### config.mk
export PLATFORM = sky130hd
export DESIGN_NAME = mem_bus_arbiter_flat
export DESIGN_NICKNAME = d
export VERILOG_FILES = /design/src/rtl/mem_bus_arbiter_if.sv /design/src/rtl/mem_bus_arbiter.sv /design/src/flat_wrapper.sv
export SDC_FILE = /design/constraint.sdc
export NUM_CORES = 1
export LEC_CHECK = 0
export CORE_MARGIN = 5
export CORE_UTILIZATION = 33
export DETAILED_ROUTE_END_ITERATION = 12
export PLACE_DENSITY = 0.81
export SLEW_MARGIN = 10
export SYNTH_ARGS = -nofsm -noshare
export SYNTH_HDL_FRONTEND = slang
export SYNTH_SLANG_ARGS = --single-unit
### constraint.sdc
create_clock -name clk -period 2.2 [get_ports clk]
set_input_delay 0.22 -clock clk [delete_from_list [all_inputs] [get_ports clk]]
set_output_delay 0.22 -clock clk [all_outputs]
set_load 0.1 [all_outputs]
### src/rtl/mem_bus_arbiter_if.sv
// Signal bundle between the two cache refill ports, the shared memory bus and the arbiter.
// The master modport is the arbiter's view. The slave modport is the view of the caches and memory.
interface mem_bus_arbiter_if;
  logic        ic_req;
  logic [31:0] ic_addr;
  logic        ic_gnt;
  logic        ic_rvalid;

  logic        dc_req;
  logic        dc_we;
  logic [31:0] dc_addr;
  logic [31:0] dc_wdata;
  logic        dc_gnt;
  logic        dc_rvalid;
  logic        dc_wnext;
  logic        dc_wdone;

  logic [31:0] rdata;
  logic        rlast;

  logic        bus_req_valid;
  logic        bus_req_ready;
  logic [31:0] bus_req_addr;
  logic        bus_req_we;
  logic        bus_rvalid;
  logic        bus_rlast;
  logic [31:0] bus_rdata;
  logic        bus_wvalid;
  logic        bus_wready;
  logic [31:0] bus_wdata;
  logic        bus_wlast;
  logic        bus_bvalid;

  modport master (
    input  ic_req, ic_addr, dc_req, dc_we, dc_addr, dc_wdata,
    input  bus_req_ready, bus_rvalid, bus_rlast, bus_rdata, bus_wready, bus_bvalid,
    output ic_gnt, ic_rvalid, dc_gnt, dc_rvalid, dc_wnext, dc_wdone, rdata, rlast,
    output bus_req_valid, bus_req_addr, bus_req_we, bus_wvalid, bus_wdata, bus_wlast
  );

  modport slave (
    output ic_req, ic_addr, dc_req, dc_we, dc_addr, dc_wdata,
    output bus_req_ready, bus_rvalid, bus_rlast, bus_rdata, bus_wready, bus_bvalid,
    input  ic_gnt, ic_rvalid, dc_gnt, dc_rvalid, dc_wnext, dc_wdone, rdata, rlast,
    input  bus_req_valid, bus_req_addr, bus_req_we, bus_wvalid, bus_wdata, bus_wlast
  );
endinterface

### src/rtl/mem_bus_arbiter.sv
// Round-robin arbiter that puts icache refills and dcache refills/writebacks onto one burst memory bus.
// Only one line transaction is outstanding at a time. Every transaction is followed by an idle cycle.
module mem_bus_arbiter #(
  parameter int unsigned LINE_WORDS = 4
) (
  input logic               clk,
  input logic               rst_n,
  mem_bus_arbiter_if.master arb
);

  localparam int unsigned BEAT_W = (LINE_WORDS > 1) ? $clog2(LINE_WORDS) : 1;
  localparam logic [BEAT_W-1:0] LAST_BEAT = BEAT_W'(LINE_WORDS - 1);

  typedef enum logic [2:0] {IDLE, ADDR, RDATA, WDATA, WRESP} state_e;
  typedef enum logic {OWN_IC = 1'b0, OWN_DC = 1'b1} owner_e;

  state_e            state_q, state_d;
  owner_e            owner_q, owner_d;
  owner_e            last_q, last_d;
  logic [31:0]       addr_q, addr_d;
  logic              we_q, we_d;
  logic [BEAT_W-1:0] beat_q, beat_d;

  // NOTE: state registers use non-blocking assignments only. A blocking assignment here
  // would make the order of the process matter and would mismatch between simulation and synthesis.
  always_ff @(posedge clk or negedge rst_n) begin
    if (!rst_n) begin
      state_q <= IDLE;
      owner_q <= OWN_IC;
      last_q  <= OWN_IC;
      addr_q  <= '0;
      we_q    <= 1'b0;
      beat_q  <= '0;
    end else begin
      state_q <= state_d;
      owner_q <= owner_d;
      last_q  <= last_d;
      addr_q  <= addr_d;
      we_q    <= we_d;
      beat_q  <= beat_d;
    end
  end

  // NOTE: every signal this block writes gets a default first, so no path leaves a latch behind.
  always_comb begin
    state_d           = state_q;
    owner_d           = owner_q;
    last_d            = last_q;
    addr_d            = addr_q;
    we_d              = we_q;
    beat_d            = beat_q;

    arb.ic_gnt        = 1'b0;
    arb.ic_rvalid     = 1'b0;
    arb.dc_gnt        = 1'b0;
    arb.dc_rvalid     = 1'b0;
    arb.dc_wnext      = 1'b0;
    arb.dc_wdone      = 1'b0;
    arb.rdata         = '0;
    arb.rlast         = 1'b0;
    arb.bus_req_valid = 1'b0;
    arb.bus_req_addr  = '0;
    arb.bus_req_we    = 1'b0;
    arb.bus_wvalid    = 1'b0;
    arb.bus_wdata     = '0;
    arb.bus_wlast     = 1'b0;

    unique case (state_q)
      IDLE: begin
        if (arb.ic_req || arb.dc_req) begin
          // On a tie, the requester that was not served last wins.
          if (arb.ic_req && arb.dc_req) owner_d = (last_q == OWN_DC) ? OWN_IC : OWN_DC;
          else                          owner_d = arb.dc_req ? OWN_DC : OWN_IC;
          addr_d  = (owner_d == OWN_DC) ? arb.dc_addr : arb.ic_addr;
          we_d    = (owner_d == OWN_DC) && arb.dc_we;
          state_d = ADDR;
        end
      end

      ADDR: begin
        arb.bus_req_valid = 1'b1;
        arb.bus_req_addr  = addr_q;
        arb.bus_req_we    = we_q;
        if (arb.bus_req_ready) begin
          arb.ic_gnt = (owner_q == OWN_IC);
          arb.dc_gnt = (owner_q == OWN_DC);
          state_d    = we_q ? WDATA : RDATA;
        end
      end

      RDATA: begin
        arb.rdata     = arb.bus_rdata;
        arb.rlast     = arb.bus_rlast;
        arb.ic_rvalid = (owner_q == OWN_IC) && arb.bus_rvalid;
        arb.dc_rvalid = (owner_q == OWN_DC) && arb.bus_rvalid;
        if (arb.bus_rvalid && arb.bus_rlast) begin
          last_d  = owner_q;
          state_d = IDLE;
        end
      end

      WDATA: begin
        arb.bus_wvalid = 1'b1;
        arb.bus_wdata  = arb.dc_wdata;
        arb.bus_wlast  = (beat_q == LAST_BEAT);
        arb.dc_wnext   = arb.bus_wready;
        if (arb.bus_wready) begin
          if (beat_q == LAST_BEAT) begin
            beat_d  = '0;
            state_d = WRESP;
          end else begin
            beat_d  = beat_q + BEAT_W'(1);
          end
        end
      end

      WRESP: begin
        if (arb.bus_bvalid) begin
          arb.dc_wdone = 1'b1;
          last_d       = OWN_DC;
          state_d      = IDLE;
        end
      end

      default: state_d = IDLE;
    endcase
  end

endmodule
### src/flat_wrapper.sv
// flat-port wrapper written by rule: the top's interface ports become plain ports
module mem_bus_arbiter_flat 
#(
  parameter int unsigned LINE_WORDS = 4
)
  (clk, rst_n, arb_ic_req, arb_ic_addr, arb_dc_req, arb_dc_we, arb_dc_addr, arb_dc_wdata, arb_bus_req_ready, arb_bus_rvalid, arb_bus_rlast, arb_bus_rdata, arb_bus_wready, arb_bus_bvalid, arb_ic_gnt, arb_ic_rvalid, arb_dc_gnt, arb_dc_rvalid, arb_dc_wnext, arb_dc_wdone, arb_rdata, arb_rlast, arb_bus_req_valid, arb_bus_req_addr, arb_bus_req_we, arb_bus_wvalid, arb_bus_wdata, arb_bus_wlast);
  mem_bus_arbiter_if arb_i ();
  input logic clk;
  input logic rst_n;
  input wire logic [$bits(arb_i.ic_req)-1:0] arb_ic_req;
  input wire logic [$bits(arb_i.ic_addr)-1:0] arb_ic_addr;
  input wire logic [$bits(arb_i.dc_req)-1:0] arb_dc_req;
  input wire logic [$bits(arb_i.dc_we)-1:0] arb_dc_we;
  input wire logic [$bits(arb_i.dc_addr)-1:0] arb_dc_addr;
  input wire logic [$bits(arb_i.dc_wdata)-1:0] arb_dc_wdata;
  input wire logic [$bits(arb_i.bus_req_ready)-1:0] arb_bus_req_ready;
  input wire logic [$bits(arb_i.bus_rvalid)-1:0] arb_bus_rvalid;
  input wire logic [$bits(arb_i.bus_rlast)-1:0] arb_bus_rlast;
  input wire logic [$bits(arb_i.bus_rdata)-1:0] arb_bus_rdata;
  input wire logic [$bits(arb_i.bus_wready)-1:0] arb_bus_wready;
  input wire logic [$bits(arb_i.bus_bvalid)-1:0] arb_bus_bvalid;
  output wire logic [$bits(arb_i.ic_gnt)-1:0] arb_ic_gnt;
  output wire logic [$bits(arb_i.ic_rvalid)-1:0] arb_ic_rvalid;
  output wire logic [$bits(arb_i.dc_gnt)-1:0] arb_dc_gnt;
  output wire logic [$bits(arb_i.dc_rvalid)-1:0] arb_dc_rvalid;
  output wire logic [$bits(arb_i.dc_wnext)-1:0] arb_dc_wnext;
  output wire logic [$bits(arb_i.dc_wdone)-1:0] arb_dc_wdone;
  output wire logic [$bits(arb_i.rdata)-1:0] arb_rdata;
  output wire logic [$bits(arb_i.rlast)-1:0] arb_rlast;
  output wire logic [$bits(arb_i.bus_req_valid)-1:0] arb_bus_req_valid;
  output wire logic [$bits(arb_i.bus_req_addr)-1:0] arb_bus_req_addr;
  output wire logic [$bits(arb_i.bus_req_we)-1:0] arb_bus_req_we;
  output wire logic [$bits(arb_i.bus_wvalid)-1:0] arb_bus_wvalid;
  output wire logic [$bits(arb_i.bus_wdata)-1:0] arb_bus_wdata;
  output wire logic [$bits(arb_i.bus_wlast)-1:0] arb_bus_wlast;
  assign arb_i.ic_req = arb_ic_req;
  assign arb_i.ic_addr = arb_ic_addr;
  assign arb_i.dc_req = arb_dc_req;
  assign arb_i.dc_we = arb_dc_we;
  assign arb_i.dc_addr = arb_dc_addr;
  assign arb_i.dc_wdata = arb_dc_wdata;
  assign arb_i.bus_req_ready = arb_bus_req_ready;
  assign arb_i.bus_rvalid = arb_bus_rvalid;
  assign arb_i.bus_rlast = arb_bus_rlast;
  assign arb_i.bus_rdata = arb_bus_rdata;
  assign arb_i.bus_wready = arb_bus_wready;
  assign arb_i.bus_bvalid = arb_bus_bvalid;
  assign arb_ic_gnt = arb_i.ic_gnt;
  assign arb_ic_rvalid = arb_i.ic_rvalid;
  assign arb_dc_gnt = arb_i.dc_gnt;
  assign arb_dc_rvalid = arb_i.dc_rvalid;
  assign arb_dc_wnext = arb_i.dc_wnext;
  assign arb_dc_wdone = arb_i.dc_wdone;
  assign arb_rdata = arb_i.rdata;
  assign arb_rlast = arb_i.rlast;
  assign arb_bus_req_valid = arb_i.bus_req_valid;
  assign arb_bus_req_addr = arb_i.bus_req_addr;
  assign arb_bus_req_we = arb_i.bus_req_we;
  assign arb_bus_wvalid = arb_i.bus_wvalid;
  assign arb_bus_wdata = arb_i.bus_wdata;
  assign arb_bus_wlast = arb_i.bus_wlast;
  mem_bus_arbiter #(.LINE_WORDS(LINE_WORDS)) u_core (.clk(clk), .rst_n(rst_n), .arb(arb_i));
endmodule
==> reports/qor.tcl, run 1 <==
set qor(synth_sequential_area_ratio) 0.3377
set qor(clock_latency_ps) 280
set qor(crit_path_max_incr_delay_ps) 600
set qor(post-route-period-util) 0.9439
set qor(tightestPinTransition_ps) 889.9
set qor(post_synth_num_cell_types) 32
set qor(total_core_area_um2) 8721
set qor(clock_tree.htree_level_count) 2
set qor(floorplan.initialDensity) 0.3399
set qor(tritoncts) {built}
set qor(cp.required_ps) 1980
set qor(vias_per_cell) 4.653
set qor(report.final.hold_viol_count) 0
set qor(cts.clk_slew.worst_paths_ps) 80
set qor(crit_family) {flip-flops}
set qor(cp_cell_sequence) {nor3b_4 -> buf_4 -> and3_1 -> buf_12}
set qor(drtAntennaViolNets) 0
set qor(grt_util_all_layers) 0.1960
set qor(die_width_um) 104.8
set qor(cts.sinks) 40
set qor(synthSimpleGateAreaFrac) 0.2647
set qor(diodes_inserted) 0
set qor(path_class) {reg2out}
set qor(post-cts-setup-buffers) 0
set qor(critPathBufInv) 2
set qor(cts_made_buffers) 5
set qor(rr_startpoint) {u_core.state_q[1]$_DFFE_PN0P_}
set qor(ff2ff_setup_slack_ps) 420
set qor(unrepaired_setup_endpoints_after_global_routing) {false}
set qor(timing.critical_path.slowest_stage_cell) {dfrtp_1}
set qor(fmax_ghz) 0.4816
set qor(crit_path_start) {u_core.state_q[1]$_DFFE_PN0P_}
set qor(critPathMaxFanout) 35
set qor(dp.final_hpwl_um) 9741
set qor(maximum_number_of_pins_on_one_net_before_global_route_repair) 41
set qor(synth_warnings) 0
set qor(grt_first_pass_wirelength_um) 17130
set qor(placement.setup.worst_slack_ps) 125.8
set qor(floorplan.die_area_um2) 10980
set qor(worstHoldPathType) {in2async}
set qor(worst_r2r_endpoint) {u_core.addr_q[6]$_DFFE_PN0P_}
set qor(routed_wire_length_per_instance_um) 18.25
set qor(status) {finished, final reports clean}
set qor(design.final.nets) 643
set qor(setup_viol) 0
set qor(slew-limit-headroom) 0.4067
set qor(synth.ff_latch_count) 40
set qor(worst_setup_path_start_kind) {flop}
set qor(die_height_um) 104.8
set qor(num_rows) 34
set qor(arrival_ps) 1860
set qor(ioPinCount) 245
set qor(r2r.worst_path.cells) 4
set qor(synth.area.mux_share) 0.3115
set qor(clock-root-buffer) {clkbuf_8}
set qor(via_count) 2852
set qor(worstSetupPathDepth) 4
set qor(drt_first_pass_iters) 4
set qor(finalWorstPathRequiredPeriod_ps) 2077
set qor(layout-drive-gt1-share) 0.4198
set qor(critPathCaptureType) {primary output}
set qor(globalplace.congestion) 0.7735
set qor(synth_cells) 266
set qor(overflow) 0
set qor(max_cap_viol_count) 0
set qor(avgSynthCellArea_um2) 11.14
set qor(finClkSkew_ps) 3.743
set qor(via_count_of_the_first_global_routing_pass) 2956
set qor(syn_nets) 405
set qor(first_iter_violations) 47
set qor(antenna_found_initial) 0
set qor(synth_xor_area_frac) 0
set qor(post_synth_fa_ha_maj_area_fraction) 0.004221
set qor(area.growth.synth_to_final_pct) 126.3
set qor(finalWorstSetupSlack_ps) 123.4
set qor(remaining_design_rule_violation_count) 0
set qor(routed_wirelength_um) 11190
set qor(dominant_combinational_cell_family_by_area_after_synthesis) {multiplexers}
set qor(mappedNetlistArea_um2) 2964
set qor(maxSlewViolCount) 0
set qor(clock_path_buffers) 2
set qor(worstSetupEndpoint) {arb_dc_rvalid}
set qor(compound_gate_fraction_of_synth_area) 0.03715
set qor(io_buffers) 244
## worst min path at each step
stage | startpoint | to | slack (ps) | depth (start not counted)
global route | rst_n | u_core.addr_q[15]$_DFFE_PN0P_ | 130 | 1
detailed placement | rst_n | u_core.addr_q[9]$_DFFE_PN0P_ | 400 | 1
CTS | rst_n | u_core.addr_q[15]$_DFFE_PN0P_ | 80 | 1
floorplan | rst_n | u_core.addr_q[0]$_DFFE_PN0P_ | -80 | 0
global placement | rst_n | u_core.addr_q[9]$_DFFE_PN0P_ | 400 | 1
finish | rst_n | u_core.addr_q[8]$_DFFE_PN0P_ | 60 | 1
## layout make-up
cell class,instances,area (µm²)
Timing Repair Buffer,250,3578
Fill cell,557,2014
Multi-Input combinational cell,205,1856
Sequential cell,40,1003
Tap cell,108,135.1
Clock buffer,7,96.34
Clock inverter,1,30.03
Inverter,2,7.507
## repair_timing
| item | CTS | global route |
|---|---|---|
| hold buffers | 0 | 0 |
| gates resized for setup | 0 | 2 |
| setup endpoints to repair | 0 | 11 |
## layer usage
layer / up-vias / global-route usage / share of wire
li1: 1360 / - / -
met1: 1334 / 0.2058 / 0.35
met2: 146 / 0.3822 / 0.55
met3: 12 / 0.06412 / 0.082
met4: 0 / 0.03014 / 0.012
met5: - / 0 / 0
## stage by stage
step	instances	TNS, ps	hold slack, ps	utilization	instance area (µm²)
3_5_place_dp	605	0	399.0	0.7542	6578
2_1_floorplan	266	-312.8	-75.59	-	2989
4_1_cts	613	0	78.95	0.7687	6704
5_1_grt	613	0	132.6	0.7690	6706
3_3_place_gp	605	0	399.0	0.7542	6578
6_report	613	0	55.46	0.7690	6706
## sequential cells by signal, summed over array words and instances (netlist names)
register and cells:
u_core.we_q 1, u_core.state_q 3, u_core.owner_q 1, u_core.last_q 1
u_core.beat_q 2, u_core.addr_q 32
## Yosys cell counts
master,instances,area [µm²]
and3_1,3,18.77
a22o_1,1,8.760
inv_1,2,7.510
nor2_1,4,15.01
nand3_1,2,10.01
nor3_1,2,10.01
buf_2,4,20.02
a211oi_1,1,7.510
nand2b_1,1,6.260
ha_1,1,12.51
and3b_1,1,8.760
o21ai_0,2,10.01
nor3b_4,2,37.54
mux2_4,48,720.7
dfrtp_1,40,1001
nand2_1,8,30.03
nor3_4,1,16.27
mux2_2,17,191.4
clkbuf_1,7,26.28
a21boi_0,1,7.510
buf_6,5,56.30
mux2_1,1,11.26
a21boi_4,1,18.77
and2_1,100,625.6
buf_4,3,22.52
a22oi_1,1,7.510
a21o_1,2,15.01
a21oi_1,1,5.000
a31oi_1,1,6.260
nor4_1,1,6.260
o41ai_1,1,8.760
o21a_4,1,15.01
## cell families (layout without fill, tap and decap cells)
family | after synthesis | count (layout)
simple gates | 125 | 125
mux | 66 | 66
flops | 40 | 40
buf+inv | 21 | 260
compound gates | 13 | 13
fa+ha+maj | 1 | 1
## cells in the final DEF (no fill, tap or decap), types with 3 or more instances in the layout
master / netlist / routed
and2_1: 100 / 84
and2_2: 0 / 16
and3_1: 3 / 3
buf_12: 0 / 109
buf_4: 3 / 4
clkbuf_8: 0 / 7
clkdlybuf4s50_1: 0 / 136
dfrtp_1: 40 / 38
mux2_2: 17 / 17
mux2_4: 48 / 48
nand2_1: 8 / 8
Power of run 1 is not shown: default switching activity piles up to over one toggle a cycle in this logic, so the estimate is an artifact.
==> run 2: changes to the inputs <==
CAP_MARGIN = 10   (was not set)
PLACE_DENSITY = not set   (was 0.81)
PLACE_DENSITY_LB_ADDON = 0.25   (was not set)
REMOVE_ABC_BUFFERS = 1   (was not set)
==> run 2 against run 1 <==
Compared with the run above:
- worst setup slack worse by 15 ps
- global-route usage is 0.093 points lower
- via count is 0.56% lower
- fmax is 0.74% lower
- hold slack worse by 4.8 ps
- highest routed layer unchanged
==> reports/qor.tcl, run 2 (same netlist as run 1, synthesis figures left out) <==
set qor(clock_path_buffers) 2 ;# unchanged
set qor(largest_registers) {u_core.addr_q (32), u_core.state_q (3), u_core.beat_q (2)}
set qor(report.final.hold_viol_count) 0 ;# unchanged
set qor(critPathMaxFanout) 35 ;# unchanged
set qor(maxSlewViolCount) 0 ;# unchanged
set qor(worst_r2r_endpoint) {u_core.addr_q[1]$_DFFE_PN0P_}
set qor(clock_latency_ps) 290 ;# about the same
set qor(detailed_place.area_um2) 6580 ;# about the same
set qor(arrival_ps) 1870 ;# about the same
set qor(finalSetupTns_ps) 0 ;# unchanged
set qor(critPathCaptureType) {primary output}
set qor(finalWorstSetupSlack_ps) 107.9 ;# -15.45 ps
set qor(io_buffers) 244 ;# unchanged
set qor(vias_per_cell) 4.619 ;# -0.72%
set qor(floorplan.die_area_um2) 10980 ;# unchanged
set qor(path_class) {reg2out}
set qor(cp.required_ps) 1980 ;# about the same
set qor(unrepaired_setup_endpoints_after_global_routing) {false}
set qor(timing.critical_path.slowest_stage_cell) {dfrtp_1}
set qor(drtAntennaViolNets) 0 ;# unchanged
set qor(layout-drive-gt1-share) 0.3854 ;# -0.03443
set qor(clock_tree.htree_level_count) 2 ;# unchanged
set qor(ff2ff_setup_slack_ps) 460 ;# +40 ps
set qor(multi_input_area_um2) 1832 ;# -1.3%
set qor(storage_cell_area_um2) 1003 ;# unchanged
set qor(die_height_um) 104.8 ;# unchanged
set qor(diodes_inserted) 0 ;# unchanged
set qor(routed_wirelength_um) 10870 ;# -2.8%
set qor(largest_register) {u_core.addr_q}
set qor(first_iter_violations) 46 ;# -2.1%
set qor(critPathBufInv) 3 ;# +1
set qor(design.final.nets) 645 ;# +0.31%
set qor(die_width_um) 104.8 ;# unchanged
set qor(antenna_found_initial) 0 ;# unchanged
set qor(max_cap_viol_count) 0 ;# unchanged
set qor(worstHoldPathType) {in2async}
set qor(worst_setup_path_start_kind) {flop}
set qor(fmax_ghz) 0.4780 ;# -0.74%
set qor(cts_made_buffers) 5 ;# unchanged
set qor(grt_first_pass_wirelength_um) 17190 ;# +0.40%
set qor(cts.clk_slew.worst_paths_ps) 80 ;# about the same
set qor(finalWorstPathRequiredPeriod_ps) 2092 ;# +15.45 ps
set qor(grt_util_all_layers) 0.1951 ;# -0.0009312
set qor(tritoncts) {built}
set qor(cts.sinks) 40 ;# unchanged
set qor(dp.final_hpwl_um) 9457 ;# -2.9%
set qor(tightestPinTransition_ps) 883.6 ;# -6.323 ps
set qor(fin_worst_hold_slack_ps) 50.64 ;# -4.819 ps
set qor(finClkSkew_ps) 4.498 ;# +0.7550 ps
set qor(crit_family) {buffers and inverters}
set qor(drt_first_pass_iters) 5 ;# +1
set qor(remaining_design_rule_violation_count) 0 ;# unchanged
set qor(num_rows) 34 ;# unchanged
set qor(post-route-period-util) 0.9509 ;# +0.007023
set qor(layout.cells.most_common) {clkdlybuf4s50_1}
set qor(commonest_cells_after_routing_fill_and_taps_aside) {clkdlybuf4s50_1 (136), buf_12 (110), and2_1 (100)}
set qor(cp_cell_sequence) {buf_4 -> nor3b_4 -> buf_4 -> nand2_1 -> nor2_1 -> buf_12}
set qor(maximum_number_of_pins_on_one_net_before_global_route_repair) 41 ;# unchanged
set qor(routed_wire_length_per_instance_um) 17.70 ;# -3.0%
set qor(fillCellCount) 572 ;# +2.7%
set qor(r2r.worst_path.cells) 4 ;# unchanged
set qor(crit_path_max_incr_delay_ps) 450 ;# -150 ps
set qor(slew-limit-headroom) 0.4109 ;# +0.004215
set qor(path_common_cell) {buf_4}
set qor(via_count) 2836 ;# -0.56%
set qor(setup_viol) 0 ;# unchanged
set qor(overflow) 0 ;# unchanged
set qor(largest_register_ffs) 32 ;# unchanged
set qor(ioPinCount) 245 ;# unchanged
set qor(via_count_of_the_first_global_routing_pass) 2979 ;# +0.78%
set qor(post-route-cell-area_um2) 6661 ;# -0.67%
set qor(globalplace.congestion) 0.7436 ;# -3.9%
set qor(total_core_area_um2) 8721 ;# unchanged
set qor(area.growth.synth_to_final_pct) 124.7
set qor(rr_startpoint) {u_core.state_q[1]$_DFFE_PN0P_}
set qor(status) {finished, final reports clean}
set qor(clock-root-buffer) {clkbuf_8}
set qor(floorplan.initialDensity) 0.3399 ;# unchanged
set qor(placement.setup.worst_slack_ps) 197.7 ;# +71.98 ps
run 2: cell count changes in the layout (fill, tap and decap cells not counted), sizes merged:
cell | previous run | this run
clkinv | 0 | 1
buf | 114 | 116
bufinv | 1 | 0
clkbuf | 7 | 6
run 2: cell type report:
class / instances / area share
Timing Repair Buffer: 252 / 0.5413
Multi-Input combinational cell: 205 / 0.2750
Sequential cell: 40 / 0.1506
Tap cell: 108 / 0.02029
Clock buffer: 6 / 0.01089
Inverter: 2 / 0.001127
Clock inverter: 1 / 0.0007513
run 2: how the worst max path moves through the flow:
stage                                        from                             to  slack, ps  cells after the start
finish              u_core.state_q[2]$_DFFE_PN0P_                  arb_ic_rvalid        110                      6
global route        u_core.state_q[2]$_DFFE_PN0P_                  arb_ic_rvalid         30                      6
CTS                 u_core.state_q[0]$_DFFE_PN0P_              arb_bus_wdata[27]          7                      4
detailed placement                     arb_dc_req  u_core.addr_q[18]$_DFFE_PN0P_        200                      5
global placement                       arb_dc_req  u_core.addr_q[18]$_DFFE_PN0P_        220                      5
floorplan           u_core.state_q[0]$_DFFE_PN0P_                     arb_ic_gnt      -1270                      3
run 2: stage by stage:
stage	util	std cells
after floorplan	-	247
after global placement	0.7545	607
after detailed placement	0.7545	607
after CTS	0.7634	614
after global routing	0.7638	614
final	0.7638	614
run 2: repair_timing:
item	CTS	global route
endpoints found under the setup margin	0	26
buffers inserted	0	0
hold buffers	0	0
resized for setup	0	3
run 2: layer usage:
metal  track usage  wire length, µm
met2        0.3498             5579
met4       0.02740               38
met1        0.2334             4276
met3       0.06165              976
met5             0                0
Power of run 2 is left out for the same reason.
